File: src/rtl/line_writeback_if.sv
// Handshake bundle between the line writeback unit, its controller, the data array and the memory write port.
// The master side is the writeback unit; the slave side is everything around it.
interface line_writeback_if #(
    parameter int WIDTH  = 16,
    parameter int IDX_W  = 3,
    parameter int ADDR_W = 16
);
    logic              start;
    logic [ADDR_W-1:0] base_addr;
    logic              busy;
    logic              done;
    logic              err;
    logic [IDX_W-1:0]  arr_index;
    logic [WIDTH-1:0]  arr_rdata;
    logic              mem_valid;
    logic              mem_ready;
    logic [ADDR_W-1:0] mem_addr;
    logic [WIDTH-1:0]  mem_wdata;
    logic              mem_last;
    logic              mem_ack;

    modport master (
        input  start, base_addr, arr_rdata, mem_ready, mem_ack,
        output busy, done, err, arr_index, mem_valid, mem_addr, mem_wdata, mem_last
    );

    modport slave (
        output start, base_addr, arr_rdata, mem_ready, mem_ack,
        input  busy, done, err, arr_index, mem_valid, mem_addr, mem_wdata, mem_last
    );
endinterface

File: src/rtl/line_writeback_unit.sv
// Drains one cache line from the data array to memory, one beat per word, then waits for the write ack.
// Every output is registered; the array is read combinationally during the LOAD cycle of each beat.
module line_writeback_unit #(
    parameter int WIDTH   = 16,
    parameter int DEPTH   = 8,
    parameter int IDX_W   = 3,
    parameter int ADDR_W  = 16,
    parameter int TIMEOUT = 64
) (
    input  logic clk,
    input  logic rst_n,
    line_writeback_if.master bus
);
    localparam int TW = $clog2(TIMEOUT + 1);
    localparam logic [IDX_W-1:0]  LAST_IDX = IDX_W'(DEPTH - 1);
    localparam logic [TW-1:0]     TLIM     = TW'(TIMEOUT - 1);
    localparam logic [WIDTH-1:0]  ZWORD    = '0;
    localparam logic [ADDR_W-1:0] ZADDR    = '0;

    typedef enum logic [2:0] {IDLE, LOAD, SEND, WAIT_ACK, DONE} state_t;

    state_t                  state;
    logic [IDX_W-1:0]        count;
    logic [ADDR_W-IDX_W-1:0] base_hi;
    logic [TW-1:0]           timer;

    always_ff @(posedge clk or negedge rst_n) begin
        if (!rst_n) begin
            state         <= IDLE;
            count         <= '0;
            base_hi       <= '0;
            timer         <= '0;
            bus.busy      <= 1'b0;
            bus.done      <= 1'b0;
            bus.err       <= 1'b0;
            bus.arr_index <= '0;
            bus.mem_valid <= 1'b0;
            bus.mem_addr  <= ZADDR;
            bus.mem_wdata <= ZWORD;
            bus.mem_last  <= 1'b0;
        end else begin
            bus.done <= 1'b0;
            bus.err  <= 1'b0;
            case (state)
                IDLE: begin
                    if (bus.start) begin
                        base_hi       <= bus.base_addr[ADDR_W-1:IDX_W];
                        count         <= '0;
                        bus.arr_index <= '0;
                        bus.busy      <= 1'b1;
                        state         <= LOAD;
                    end
                end
                LOAD: begin
                    bus.mem_wdata <= bus.arr_rdata;
                    bus.mem_addr  <= {base_hi, count};
                    bus.mem_last  <= (count == LAST_IDX);
                    bus.mem_valid <= 1'b1;
                    state         <= SEND;
                end
                SEND: begin
                    if (bus.mem_ready) begin
                        bus.mem_valid <= 1'b0;
                        bus.mem_last  <= 1'b0;
                        if (count == LAST_IDX) begin
                            // timer already counts the first WAIT_ACK cycle, so a missing
                            // ack lands done exactly TIMEOUT cycles after the last beat
                            timer <= TW'(1);
                            state <= WAIT_ACK;
                        end else begin
                            count         <= count + 1'b1;
                            bus.arr_index <= count + 1'b1;
                            state         <= LOAD;
                        end
                    end
                end
                WAIT_ACK: begin
                    if (bus.mem_ack) begin
                        bus.done <= 1'b1;
                        state    <= DONE;
                    end else if (timer == TLIM) begin
                        bus.done <= 1'b1;
                        bus.err  <= 1'b1;
                        state    <= DONE;
                    end else begin
                        timer <= timer + 1'b1;
                    end
                end
                DONE: begin
                    bus.busy      <= 1'b0;
                    bus.arr_index <= '0;
                    count         <= '0;
                    state         <= IDLE;
                end
                default: state <= IDLE;
            endcase
        end
    end
endmodule

File: src/flat_wrapper.sv
// flat-port wrapper written by rule: the top's interface ports become plain ports
module line_writeback_unit_flat 
#(
    parameter int WIDTH   = 16,
    parameter int DEPTH   = 8,
    parameter int IDX_W   = 3,
    parameter int ADDR_W  = 16,
    parameter int TIMEOUT = 64
)
  (clk, rst_n, bus_start, bus_base_addr, bus_arr_rdata, bus_mem_ready, bus_mem_ack, bus_busy, bus_done, bus_err, bus_arr_index, bus_mem_valid, bus_mem_addr, bus_mem_wdata, bus_mem_last);
  line_writeback_if #(.WIDTH(WIDTH), .IDX_W(IDX_W), .ADDR_W(ADDR_W)) bus_i ();
  input  logic clk;
  input  logic rst_n;
  input wire logic [$bits(bus_i.start)-1:0] bus_start;
  input wire logic [$bits(bus_i.base_addr)-1:0] bus_base_addr;
  input wire logic [$bits(bus_i.arr_rdata)-1:0] bus_arr_rdata;
  input wire logic [$bits(bus_i.mem_ready)-1:0] bus_mem_ready;
  input wire logic [$bits(bus_i.mem_ack)-1:0] bus_mem_ack;
  output wire logic [$bits(bus_i.busy)-1:0] bus_busy;
  output wire logic [$bits(bus_i.done)-1:0] bus_done;
  output wire logic [$bits(bus_i.err)-1:0] bus_err;
  output wire logic [$bits(bus_i.arr_index)-1:0] bus_arr_index;
  output wire logic [$bits(bus_i.mem_valid)-1:0] bus_mem_valid;
  output wire logic [$bits(bus_i.mem_addr)-1:0] bus_mem_addr;
  output wire logic [$bits(bus_i.mem_wdata)-1:0] bus_mem_wdata;
  output wire logic [$bits(bus_i.mem_last)-1:0] bus_mem_last;
  assign bus_i.start = bus_start;
  assign bus_i.base_addr = bus_base_addr;
  assign bus_i.arr_rdata = bus_arr_rdata;
  assign bus_i.mem_ready = bus_mem_ready;
  assign bus_i.mem_ack = bus_mem_ack;
  assign bus_busy = bus_i.busy;
  assign bus_done = bus_i.done;
  assign bus_err = bus_i.err;
  assign bus_arr_index = bus_i.arr_index;
  assign bus_mem_valid = bus_i.mem_valid;
  assign bus_mem_addr = bus_i.mem_addr;
  assign bus_mem_wdata = bus_i.mem_wdata;
  assign bus_mem_last = bus_i.mem_last;
  line_writeback_unit #(.WIDTH(WIDTH), .DEPTH(DEPTH), .IDX_W(IDX_W), .ADDR_W(ADDR_W), .TIMEOUT(TIMEOUT)) u_core (.clk(clk), .rst_n(rst_n), .bus(bus_i));
endmodule
File: config.mk
export PLATFORM = sky130hd
export DESIGN_NAME = line_writeback_unit_flat
export DESIGN_NICKNAME = d
export VERILOG_FILES = /design/src/rtl/line_writeback_if.sv /design/src/rtl/line_writeback_unit.sv /design/src/flat_wrapper.sv
export SDC_FILE = /design/constraint.sdc
export NUM_CORES = 1
export LEC_CHECK = 0
export BUFFER_PORTS_ARGS = -buffer_cell sky130_fd_sc_hd__buf_2
export CAP_MARGIN = 40
export CELL_PAD_IN_SITES_DETAIL_PLACEMENT = 1
export CELL_PAD_IN_SITES_GLOBAL_PLACEMENT = 1
export CORE_ASPECT_RATIO = 0.5
export CORE_MARGIN = 2
export CORE_UTILIZATION = 43
export CTS_BUF_LIST = sky130_fd_sc_hd__clkbuf_2
export CTS_CLUSTER_DIAMETER = 150
export DETAILED_ROUTE_END_ITERATION = 6
export PLACE_DENSITY = 0.8
export SETUP_SLACK_MARGIN = 0.1
export SLEW_MARGIN = 10
export SYNTH_ARGS = -nofsm -noshare
export SYNTH_HDL_FRONTEND = slang
export SYNTH_SLANG_ARGS = --single-unit
File: constraint.sdc
create_clock -name clk -period 2.1 [get_ports clk]
set_input_delay 0.42 -clock clk [delete_from_list [all_inputs] [get_ports clk]]
set_output_delay 0.42 -clock clk [all_outputs]
set_load 0.05 [all_outputs]
## After elaboration in Yosys (flattened, before gate mapping)

Cells that the tools add are included.

- Register bits after elaboration: 63
- Output and inout bits: 40

- Add/sub/neg operators: 2
- Reduce and logical (&&, ||, !) cells: 11
- Eq/ne operators: 13
- Muxes and demuxes: 25

Operators by type and width:

| operator | count |
|---|---|
| two-way mux 7 bit | 4 |
| two-way mux 3 bit | 7 |
| case mux 7 bit (2 select lines) | 1 |
| case mux 3 bit (4 select lines) | 1 |
| != test 2 bit, second input constant | 5 |
| case mux 3 bit (3 select lines) | 1 |
| adder 7 x 1 -> 7 bit, second input constant | 1 |
| equality test 7 x 6 -> 1 bit, second input constant | 1 |
| two-way mux 1 bit | 7 |
| equality test 3 x 2 -> 1 bit, second input constant | 2 |
| equality test 3 bit, second input constant | 2 |
| case mux 1 bit (2 select lines) | 3 |
| AND reduction 2 bit | 3 |
| nonzero test 2 bit | 3 |
| AND reduction 5 bit | 1 |
| AND reduction 4 bit | 1 |
| adder 3 x 1 -> 3 bit, second input constant | 1 |
| equality test 3 x 1 -> 1 bit, second input constant | 1 |
| logical NOT 3 bit | 1 |
| != test 3 x 2 -> 1 bit, second input constant | 1 |
| AND reduction 3 bit | 1 |
| nonzero test 3 bit | 1 |
| two-way mux 2 bit | 1 |
| != test 2 x 1 -> 1 bit, second input constant | 1 |

## Longest topological paths before layout

Gate-level depths: netlist (run 1).

- Depth after elaboration: 4
- Depth in mapped cells: 6

## Worst setup path after synthesis (run 1)

OpenSTA, ideal clock, no wires.

- Kind: register -> register
- Start point: register u_core.count[0]
- End point: register u_core.count[0]
- Path slack: 0.113 ns
- Data required time: 1.975 ns
- Cell stages (with the launch flop): 7
- Setup time: 0.125 ns
- Arrival time: 1.862 ns
- Period minus slack after synthesis: 1.987 ns
- Buffers on the path: 0
- Cell sequence: dfrtp_1 > ha_1 > ha_1 > nand2b_1 > o21ai_1 > o311a_4 > mux2_4

- Word-level cells in the longest chain between the ends: 4

RTL lines:

| item | line | text |
|---|---|---|
| start: declaration | line_writeback_unit.sv:23 | `logic [IDX_W-1:0] count;` |
| start signal: assignment | line_writeback_unit.sv:71 | `count <= count + 1'b1;` |
| adder 3 x 1 -> 3 bit | line_writeback_unit.sv:71 |  |
| two-way mux 3 bit | line_writeback_unit.sv:65 | `if (count == LAST_IDX) begin` |
| two-way mux 3 bit | line_writeback_unit.sv:62 | `if (bus.mem_ready) begin` |
| case mux 3 bit (3 select lines) | line_writeback_unit.sv:44 | `case (state)` |

Parallel ways exist; a longest one is shown, timed or not. The select of a mux whose other input is x is not followed.
A chain may end at the register's enable or synchronous reset.

## Worst setup path in the final report (run 1)

- Start point: register u_core.count[0]
- End point: register u_core.count[2]

The elaborated chain is that of the path after synthesis.

==> results.md, run 1 <==
- The worst setup path is launched from a register.
- The Yosys warning count is 0.
- The worst-case register-to-register setup slack is 0.20 ns.
- The TritonCTS clock tree is built.
- The post-CTS setup repair buffer count is 0.
- The max-cap violation count is 0.
- After synthesis, the cell types taking the most area are dfrtp_1 (57%), mux2_1 (12%), mux2_4 (7.6%), buf_6 (2.5%), mux2_2 (2.0%).
- The number of violations reported at the end of detailed-routing iteration 0 is 49.
- The number of global-route vias before repair is 1916.
- The data arrival time at the worst-slack endpoint is 2.25 ns.
- The HPWL after detailed placement is 4.31 mm.
- The portion of the clock cycle consumed by the worst path in the final layout is 0.904.
- Summing over every cut layer, the via total after detailed routing is 1764.
- The instance count along the most critical hold path is 2.
- The final max-slew violation count was 0.
- The worst setup path is captured at a register.
- The initial utilization of the core area, before any placement, comes to 0.449.
- When the netlist entered floorplanning its net count stood at 227.
- The number of cell rows is 20.
- Summed over all layers, the routed wires come to 5.73 mm.
- The minimum period implied by the final worst setup slack is 1.90 ns.
- In the final layout, the share of cells above drive strength 1 is 0.453.
- The total overflow reported by the global router is 0.
- From synthesis to final layout, the design area changed by 20.5%.
- Entering global routing, the biggest net connects 33 pins.
- TritonCTS created 9 clock buffers.
- The remaining antenna violation count is 0.
- Measured along the y axis, the die boundary spans 60.6 um.
- The standby leakage power is 1.60 nW.
- The met2 layer wire length in the routed design is 3.30 mm.
- The hold path startpoint is bus_arr_rdata[0].
- The share of synthesized flip-flops with an asynchronous set or reset is 1.00.
- Setup repair after global routing left no endpoint under its margin.
- The H-tree was split into 3 levels.
- The first global-routing pass estimated 9.31 mm of wire.
- Counting instances in the post-synthesis netlist gives the leading cell types as dfrtp_1 (63), mux2_1 (30), mux2_4 (14).
- Along the worst path, the maximum fanout reaches 5.
- The total global-route track usage is 0.179.
- Of the post-synthesis cell area, the dominant cell type holds 0.573.
- The critical path start-end classification is register to register.
- Measured in cells, the most critical reg-to-reg path has a length of 6.
- After routing, the total negative slack on setup checks comes to 0 ns.
- The number of buffers on the longest clock path is 2.
- The share of synthesized area occupied by flip-flops and latches is 0.573.
- The number of DRC violations after detailed routing is 0.
- The cell at the root of the clock tree is clkbuf_2.
- After synthesis the cells add up to 2750 sq um.
- The primary flip-flop cell chosen by synthesis mapping is dfrtp_1.
- The sum of met3 wire segment lengths after detailed routing is 163 um.
- The slew at the pin closest to its max-slew limit is 0.499 ns.
- At the end of routability-driven placement, the weighted congestion stood at 0.792.
- In this run the critical register-to-register path is captured at u_core.count[2].
- The biggest area contributor in the post-synthesis netlist is dfrtp_1.
- The power consumption is 5.79 mW.
- After routing the design area is 3320 sq um.
- Each instance of the synthesized netlist takes up on average 14.7 sq um.
- The remaining max-slew budget at the tightest pin is 0.667.
- The tree built by TritonCTS fans out to 63 sinks.
- The floorplan step defined a die boundary enclosing 7100 sq um.
- The final number of setup-violating endpoints is 0.
- The highest layer touched by signal routing is met4.
- After detailed routing, the average wire length per cell comes to 15.8 um.
- The number of hold-slack violations in the final timing report is 0.
- The reg-to-reg critical path startpoint is u_core.count[0].
- From left edge to right edge, the die measures 117 um.
- The count of input and output buffers is 73.
- The number of cells produced by synthesis is 187.
- Using the TritonRoute via totals, the vias-per-cell ratio works out to 4.87.
- The floorplan step defined a core boundary enclosing 6130 sq um.
- The achievable clock frequency is 527 MHz.
- dfrtp_1 is the most common cell in the netlist.
- The worst voltage drop across the vdd grid is 557 uV.
- After clock tree synthesis, the clock-pin slew on the worst setup and hold paths is 0.16 ns.
- The net count of the finished layout is 310.
- Counting flops with a built-in enable in the synthesized netlist gives 0.
- The number of detailed-routing iterations run before antenna repair is 2.
- The number of antenna diodes in the final layout is 0.
- The flip-flop and latch count after synthesis is 63.
- The path with the worst hold slack has its endpoint at u_core.bus.mem_wdata[0].
- The I/O pin count is 77.
- The clock network latency to the later pin of the worst-skew pair is 0.46 ns.
- Power spread over the standard cell area amounts to 1740 nW/um^2.
- Counting the fill cells in the layout gives 660.
- The post-detailed-placement cell area is 3210 sq um.
- The critical path data required time is 2.45 ns.
- The routed length on met1 is 2.19 mm.
- The initial antenna violation count is 0.
- The flow ran to the end, and the final reports show no timing, DRC or antenna violations.
- The number of distinct library cells after synthesis is 34.
- The worst setup skew after layout is 0.0195 ns.
- The kind of path behind the tightest hold check is input port to register.
metal layers:
metal  global-route usage  vias to the layer above
met3               0.0509                        6
met1                0.186                      902
met2                0.352                       23
met4               0.0655                        0
met5                    0                        -
li1                     -                      833
cell usage in the layout (no fill, tap or decap), drive strengths merged, types with 4 or more instances in the layout:
cell type and count:
a21oi 6, nand2 7, buf 79, mux2 49, dfrtp 63, nand2b 5, nor2 14, clkbuf 10
a31oi 7, nor3 4
flip-flops by register name (all words and copies together), names as in the netlist, 3 cells and up:
register / count
u_core.bus.mem_wdata: 16
u_core.count: 3
u_core.bus.mem_addr: 16
u_core.timer: 7
u_core.base_hi: 13
u_core.state: 3
worst max-delay path, stage by stage, from the launching register on:
cell      delay [ns]
dfrtp_2         0.47
ha_1            0.23
ha_1            0.22
nand2b_1        0.17
o21ai_1         0.15
o311a_4         0.25
mux2_4          0.30
metrics by stage:
| stage | utilization | cells | worst slack [ns] | hold slack, ns |
|---|---|---|---|---|
| after global placement | 0.523 | 346 | 0.288 | 0.386 |
| after detailed placement | 0.523 | 346 | 0.238 | 0.398 |
| after floorplan | - | 187 | 0.113 | 0.124 |
| after global routing | 0.541 | 362 | 0.113 | 0.107 |
| after CTS | 0.541 | 362 | 0.183 | 0.119 |
| final | 0.541 | 362 | 0.202 | 0.168 |
worst max path at each step:
| stage | startpoint | endpoint | cells past startpoint |
|---|---|---|---|
| after floorplan | u_core.count[0] | u_core.count[0] | 6 |
| after global placement | u_core.count[0] | u_core.count[0] | 6 |
| after detailed placement | u_core.count[0] | u_core.count[1] | 6 |
| after CTS | u_core.count[0] | u_core.count[2] | 6 |
| after global routing | u_core.count[0] | u_core.count[2] | 6 |
| final | u_core.count[0] | u_core.count[2] | 6 |
logic make-up after synthesis:
group                    count (synthesis)  share of synthesized area
AO/OA/AOI/OAI                           21                     0.0605
adder cells (fa/ha/maj)                  3                     0.0136
buffers and inverters                   10                     0.0359
flip-flops                              63                      0.573
multiplexers                            51                      0.227
AND/OR/NAND/NOR                         39                     0.0905
cell type report:
class	count	area, sq um	share of cell area
inverter	2	7.51	0.00226
clock buffer	10	50.0	0.0151
clock inverter	5	50.0	0.0151
multi-input combinational	114	1080	0.325
sequential	63	1580	0.475
timing repair buffer	80	445	0.134
tap	88	110	0.0332
where the power goes:
part / total (mW) / switching, mW / internal [mW] / leakage (nW)
Combinational: 3.00 / 1.98 / 1.02 / 0.773
Clock: 0.669 / 0.405 / 0.264 / 0.0629
Sequential: 2.12 / 0.375 / 1.74 / 0.767
repair_timing:
action / in CTS / in global routing
hold buffers: 1 / 0
gates resized for setup: 0 / 1
setup endpoints to repair: 0 / 1
hold endpoints to repair: 16 / 0
(Power assumes the default switching activity.)
==> run 2: changes to the inputs <==
ABC_AREA = 1   (was default)
CORE_UTILIZATION = 40   (was 43)
==> run 2 against run 1 <==
  * Non-clock buffer count is 2 lower
  * Clock power grew 4.3%
  * Core utilization is 2.1 points lower
  * Global-route usage down 0.40 points
==> results.md, run 2 <==
- The flow ran to the end, and the final reports show no timing, DRC or antenna violations.
- Setup repair after global routing left no endpoint under its margin.
- After synthesis, the cell types taking the most area are dfrtp_1 (60%), nand2_1 (8.3%), mux2_2 (7.3%), inv_1 (4.0%), o21ai_0 (3.4%).
- The starting density of the core is 0.424.
- Once layout is complete, the cells apart from fillers number 438.
- After detailed routing, the number of remaining DRC violations is 0.
- The aggregate negative setup slack is 0 ns.
- Setup violations remaining at the end of the flow were counted as 0.
- For met3 alone, demand over resource in global routing was 0.0509.
- Buffers inserted during clock tree synthesis total 9.
- Data arrives at the worst endpoint at 2.15 ns.
- The achievable clock frequency is 573 MHz.
- Power spread over the standard cell area amounts to 1700 nW/um^2.
- The floorplan step defined a core boundary enclosing 6210 sq um.
- For this run, asynchronously set or reset flops after synthesis account for 1.00.
- The remaining antenna violation count is 0.
- Summed over all instances, the cell type with the most area after synthesis is dfrtp_1.
- The multi-input combinational cells in the finished layout cover a total of 902 sq um.
- The total overflow reported by the global router is 0.
- The critical path data required time is 2.50 ns.
- The number of hold-slack violations in the final timing report is 0.
- The layer carrying the most global-route usage is met2.
- The routed length per instance is 13.7 um.
- The final-stage net count is 386.
- Counting the fill cells in the layout gives 782.
- Routability-driven placement finished with a final weighted congestion of 0.816.
- The post-detailed-placement cell area is 3120 sq um.
- Among all flip-flop cells after synthesis, the most frequent one is dfrtp_1.
- Counting tap cells, the placed design contains a total of 422 instances.
- The initial antenna violation count came to 0.
- The number of cells produced by synthesis is 264.
- The clock arrives with 0.0197 ns of skew.
- The detailed-route via count is 2054.
- In the final layout, the share of cells above drive strength 1 is 0.346.
- The largest registers in the layout are u_core.bus.mem_addr x16, u_core.bus.mem_wdata x16, u_core.base_hi x13.
- In this run, post-CTS repair resized a total of 0 instances.
- For this run, the total global-route usage over all layers was measured as 0.175.
- The first detailed-routing pass took 4 iterations.
- The floorplan step set the die height to 61.4 um.
- The number of distinct library cells after synthesis is 26.
- The TritonCTS clock tree is built.
- In this run the post-CTS setup repair buffer count came out at 0.
- The clock drives 63 sinks.
- The number of global-route vias before repair is 2049.
- The total die area is 7290 sq um.
- The worst setup path is captured at a register.
- For the finished layout, the period the worst path requires is 1.75 ns.
- STA classifies the critical path startpoint as a register.
- The number of cell rows is 20.
- The share of the Yosys chip area taken by registers is 0.599.
- Of the post-synthesis cell area, the dominant cell type holds 0.599.
- The slew at the pin closest to its max-slew limit is 0.573 ns.
- The most frequent standard cell in the layout excluding fill and tap cells is buf_2.
- The cell area that synthesis handed to floorplanning was 2630 sq um.
- The I/O pin count is 77.
- The area growth from synthesis to final layout is 22.6%.
- The die extent in x is 119 um.
- The largest fanout on the critical path is 27.
- The number of buffers on the longest clock path is 2.
- The critical path start-end classification is register to register.
- Input and output buffers added on the ports amount to 73.
- The max-cap violation count is 0.
- In the synthesized netlist, the cells that appear most often are dfrtp_1 (63), nand2_1 (58), inv_1 (28).
- The placed wire-length estimate is 4.57 mm.
- For this design the static power due to leakage is 1.74 nW.
- The wire length of the first global-routing pass is 9.57 mm.
- In this run, the number of DRC markers left after iteration 0 of detailed routing was 59.
- The clock network latency to the later pin of the worst-skew pair is 0.48 ns.
- Using the TritonRoute via totals, the vias-per-cell ratio works out to 4.69.
- Once layout is done, the placed cells without fillers occupy 3230 sq um.
- The library cells used most frequently in the layout, excluding fill and tap cells, are buf_2 (73), dfrtp_1 (63), nand2_1 (58), inv_1 (28), nor2_1 (20).
- The kind of path behind the tightest hold check is input port to register.
- The worst slack at placement is 0.340 ns.
- After clock tree synthesis, the clock-pin slew on the worst setup and hold paths is 0.18 ns.
- Among all cell types in the netlist, the one instantiated most often is dfrtp_1.
- The cell at the root of the clock tree is clkbuf_2.
- In the final layout, flip-flops and latches occupy 1580 sq um.
- Entering global routing, the biggest net connects 36 pins.
- Setup slack closes at 0.353 ns.
- In the global route stage, met2 resource usage came out at 0.344.
- The final max-slew violation count is 0.
- Yosys printed 0 warnings.
- The remaining max-slew budget at the tightest pin is 0.618.
- The number of nets handed over by synthesis was 304.
- The average cell area after synthesis is 9.97 sq um.
- For met1 alone, demand over resource in global routing was 0.188.
- In this run the number of H-tree levels came out at 3.
- Of the available clock period, the critical path in the final layout requires 0.832.
- The number of antenna repair diodes is 0.
- The flip-flop and latch count after synthesis is 63.
- The number of synthesized flops with an enable pin is 0.
- Summed over all layers, the routed wires come to 6.02 mm.
- VDD sags by at most 597 uV.
-- run 2: changes by cell type in the layout (fill, tap and decap cells not counted), sizes merged, moves of 9 or more --
cell and change:
nand2 +56, mux2 -31, a21oi +9, nand3 +9, inv +30, o21ai +16
-- run 2: worst paths after layout --
kind	start	end	slack [ns]	cells past startpoint
max	u_core.state[1]	u_core.bus.mem_addr[14]	0.35	4
min	bus_mem_ack	u_core.bus.err	0.09	2
max reg2reg	u_core.state[1]	u_core.bus.mem_addr[14]	0.35	4
min reg2reg	u_core.bus.mem_valid	u_core.bus.mem_valid	0.49	2
max in group asynchronous	rst_n	u_core.bus.mem_addr[7]	1.20	3
min in group asynchronous	rst_n	u_core.base_hi[0]	0.35	2
-- run 2: worst max-delay path, stage by stage, from the launching register on --
cell     delay [ns]
dfrtp_1        0.45
inv_1          0.15
nand3_2        0.47
buf_4          0.39
o21ai_0        0.21
-- run 2: layout make-up --
class	instances	area share
Timing Repair Buffer	78	0.130
Clock inverter	5	0.0155
Inverter	32	0.0372
Multi-Input combinational cell	162	0.280
Tap cell	88	0.0341
Sequential cell	63	0.489
Clock buffer	10	0.0155
-- run 2: timing repair --
action                                  4_1_cts  5_1_grt
hold endpoints to repair                     13        0
hold buffers                                  1        0
endpoints found under the setup margin        0        0
-- run 2: cells by family after synthesis --
logic type      count (synthesis)  synth area share
simple gates                  105             0.182
flops                          63             0.599
buf+inv                        39            0.0585
compound gates                 36            0.0699
mux                            18            0.0770
fa+ha+maj                       3            0.0143
-- run 2: report_power, final --
part / switching (mW) / total [mW] / internal, mW
clock: 0.434 / 0.698 / 0.264
sequential: 0.261 / 1.97 / 1.71
combinational: 2.07 / 2.82 / 0.749
-- run 2: per-layer routing --
| metal | part of all wire | up-vias |
|---|---|---|
| met5 | 0 | - |
| met4 | 0.0083 | 0 |
| met3 | 0.034 | 7 |
| met2 | 0.54 | 32 |
| met1 | 0.42 | 1006 |
| li1 | - | 1009 |
-- run 2: through the flow --
step,hold WS [ns],power (mW),util
floorplan,0.124,4.13,-
global placement,0.338,4.71,0.502
detailed placement,0.351,4.86,0.502
CTS,0.0596,5.55,0.520
global route,0.0377,5.83,0.520
finish,0.0926,5.48,0.520
==> run 3: changes to the inputs <==
CORE_UTILIZATION = 36   (was 40)
PLACE_DENSITY = 0.76   (was 0.8)
clock period = 1.6 ns   (was 2.1 ns; I/O delays follow)
==> run 3 against run 2 <==
  * Sequential share of layout area down 4.5 points
  * Non-clock buffer count up 18
  * Final cell count up 5.3%
  * Via count up 5.2%
  * Critical path depth unchanged
  * Design area up 10%
  * Clock power up 5.0%
  * Wire length up 13%
  * Register-to-register slack worse by 0.25 ns
  * Core utilization down 0.25 points
  * First-iteration DRC count up 64%
  * Critical endpoint is now u_core.bus.mem_wdata[6]
==> results.md, run 3 (synthesis gave the netlist of run 2 again) <==
- The worst setup skew after layout is 0.0288 ns.
- The total internal power is 3.88 mW.
- Across every metal layer, demand over resource in global routing totals 0.169.
- The final max-slew violation count came to 0.
- The wire length of the first global-routing pass is 10.7 mm.
- The clock network latency to the later pin of the worst-skew pair is 0.48 ns.
- The tightest hold path in the finished design has a slack of 0.0683 ns.
- The portion of the clock cycle consumed by the worst path in the final layout is 0.937.
- The number of cells on the worst reg-to-reg path is 4.
- The number of antenna diodes in the final layout is 0.
- The number of hold-slack violations in the final timing report is 0.
- The largest fanout on the critical path is 19.
- The largest net degree at the start of global routing is 64.
- Counting the fill cells in the layout gives 810.
- The slew at the pin closest to its max-slew limit is 0.332 ns.
- OpenSTA, run right after detailed placement, puts the worst setup slack at 0.0756 ns.
- The critical path data required time is 1.96 ns.
- The die is 125 um wide.
- The library cell used most frequently in the layout, excluding fill and tap cells, is dfrtp_1.
- The first detailed-routing pass ran for 4 iterations.
- Setup repair after global routing could not meet its margin everywhere.
- The tree is rooted in a clkbuf_2.
- The worst hold path passes through 2 cells.
- The clock sink count is 63.
- The placer's final routability congestion estimate is 0.786.
- The routed wire length is 6.79 mm.
- The reg-to-reg critical path startpoint is u_core.state[1].
- The data arrival time at the worst-slack endpoint is 1.86 ns.
- The worst setup path is of the register to register kind.
- Global routing finished with a remaining overflow of 0.
- The remaining max-slew budget at the tightest pin is 0.779.
- The smallest clock period supported by the final layout is computed as 1.50 ns.
- The worst register-to-register path ends at u_core.bus.mem_wdata[6].
- The worst voltage drop across the vdd grid is 902 uV.
- The standby leakage power is 1.84 nW.
- The via density per instance is 4.69.
- In the final timing run, aggregate negative setup slack is 0 ns.
- The power consumption is 7.65 mW.
- Across all layers, the routed design uses 2161 vias.
- Pin placement for this block handled 77 I/O pins.
- The kind of path behind the tightest hold check is input port to register.
- Leaving out fill and tap cells, the most frequent cells in the layout are dfrtp_1 (60), nand2_1 (55), buf_2 (36), buf_4 (35), inv_1 (28).
- The achievable clock frequency is 667 MHz.
- The total die area is 8050 sq um.
- Setup slack closes at 0.101 ns.
- The critical path ends at u_core.bus.mem_wdata[6].
- The ratio of cells with drive above 1 in the final layout is 0.385.
- Tracing the worst setup path back leads to its startpoint at u_core.state[1].
- The run finished with clean final reports.
- TritonCTS built the clock tree.
- The critical path endpoint category is a register.
- The startpoint type of the worst setup path is a register.
- Detailed placement finished with a half-perimeter wire length of 4.41 mm.
- The final number of setup-violating endpoints is 0.
- The total clock buffers created by CTS is 9.
- The H-tree generated during clock tree synthesis spans 3 levels.
- The die is 64.5 um tall.
- The initial utilization of the core area, before any placement, comes to 0.382.
- Of the total power, the share spent switching nets is 0.493.
- The number of global-route vias before repair was 2237.
- The initial antenna violation count came to 0.
- The count of input and output buffers is 73.
- The routed length per instance is 14.7 um.
- The clock slew seen by the registers of the worst setup and hold paths is 0.19 ns.
- Of the total power, combinational logic draws 0.560.
- At the end of the flow, the number of nets in the layout was 404.
- The count of nets left with antenna violations once routing finished came out at 0.
- The fraction of power consumed by the clock network is 0.096.
- The placeable core region is 6880 sq um.
- The share of total power dissipated in sequential elements is 0.344.
- In this run the core area contains 21 standard-cell rows.
- The switching component of the power is 3.77 mW.
- The worst-case register-to-register setup slack is 0.10 ns.
- From synthesis to final layout, the design area changed by 35.3%.
- The cell area power density is 2150 nW/um^2.
- The number of violations reported at the end of detailed-routing iteration 0 is 97.
- The largest registers in the layout are u_core.bus.mem_addr x16, u_core.bus.mem_wdata x16, u_core.base_hi x13.
- Across the run, the number of max-cap violations was 0.
- In the routed design, unresolved DRC markers number 0.
- The number of buffers on the longest clock path is 2.
run 3: power groups by stage:
stage	logic [mW]	registers [mW]	clock network [mW]
4_1_cts	3.88	2.59	0.770
6_report	4.29	2.63	0.733
3_5_place_dp	3.75	2.63	0
5_1_grt	4.60	2.71	0.835
3_3_place_gp	3.62	2.57	0
2_1_floorplan	1.34	4.09	0
run 3: routing by layer:
layer / vias up / part of all wire / GRT usage
met5: - / 0 / 0
met2: 35 / 0.55 / 0.314
li1: 1048 / - / -
met3: 4 / 0.030 / 0.0537
met4: 0 / 0.0065 / 0.0500
met1: 1074 / 0.42 / 0.188
run 3: stage by stage:
| step | cell area (sq um) | util | cells |
|---|---|---|---|
| 2_1_floorplan | 2640 | - | 264 |
| 3_3_place_gp | 3120 | 0.454 | 426 |
| 3_5_place_dp | 3120 | 0.454 | 426 |
| 4_1_cts | 3280 | 0.476 | 447 |
| 5_1_grt | 3560 | 0.517 | 461 |
| 6_report | 3560 | 0.517 | 461 |
run 3: worst max-delay path, cell delays in order (launching register included):
cell and delay (ns):
dfrtp_1 0.50, inv_1 0.14, nand3_2 0.09, buf_4 0.27
mux2_2 0.38
run 3: repair_timing:
action,4_1_cts,5_1_grt
hold buffers,3,5
gates resized for setup,12,72
pin swaps,0,2
buffers inserted,2,9
hold endpoints to repair,65,5
setup endpoints to repair,20,45
run 3: cell type report:
type	instances	area (sq um)	area share
Tap cell	92	115	0.0323
Multi-Input combinational cell	162	958	0.269
Clock inverter	6	27.5	0.00773
Inverter	32	123	0.0344
Clock buffer	10	50.0	0.0140
Sequential cell	63	1580	0.444
Timing Repair Buffer	96	708	0.199
run 3: how the worst min path moves through the flow:
stage | from | endpoint | slack, ns
final | bus_arr_rdata[2] | u_core.bus.mem_wdata[2] | 0.07
after global routing | bus_base_addr[11] | u_core.base_hi[8] | 0.01
after CTS | bus_arr_rdata[1] | u_core.bus.mem_wdata[1] | 0.01
after detailed placement | rst_n | u_core.bus.mem_addr[3] | 0.36
after global placement | rst_n | u_core.base_hi[0] | 0.35
after floorplan | rst_n | u_core.base_hi[0] | 0.02
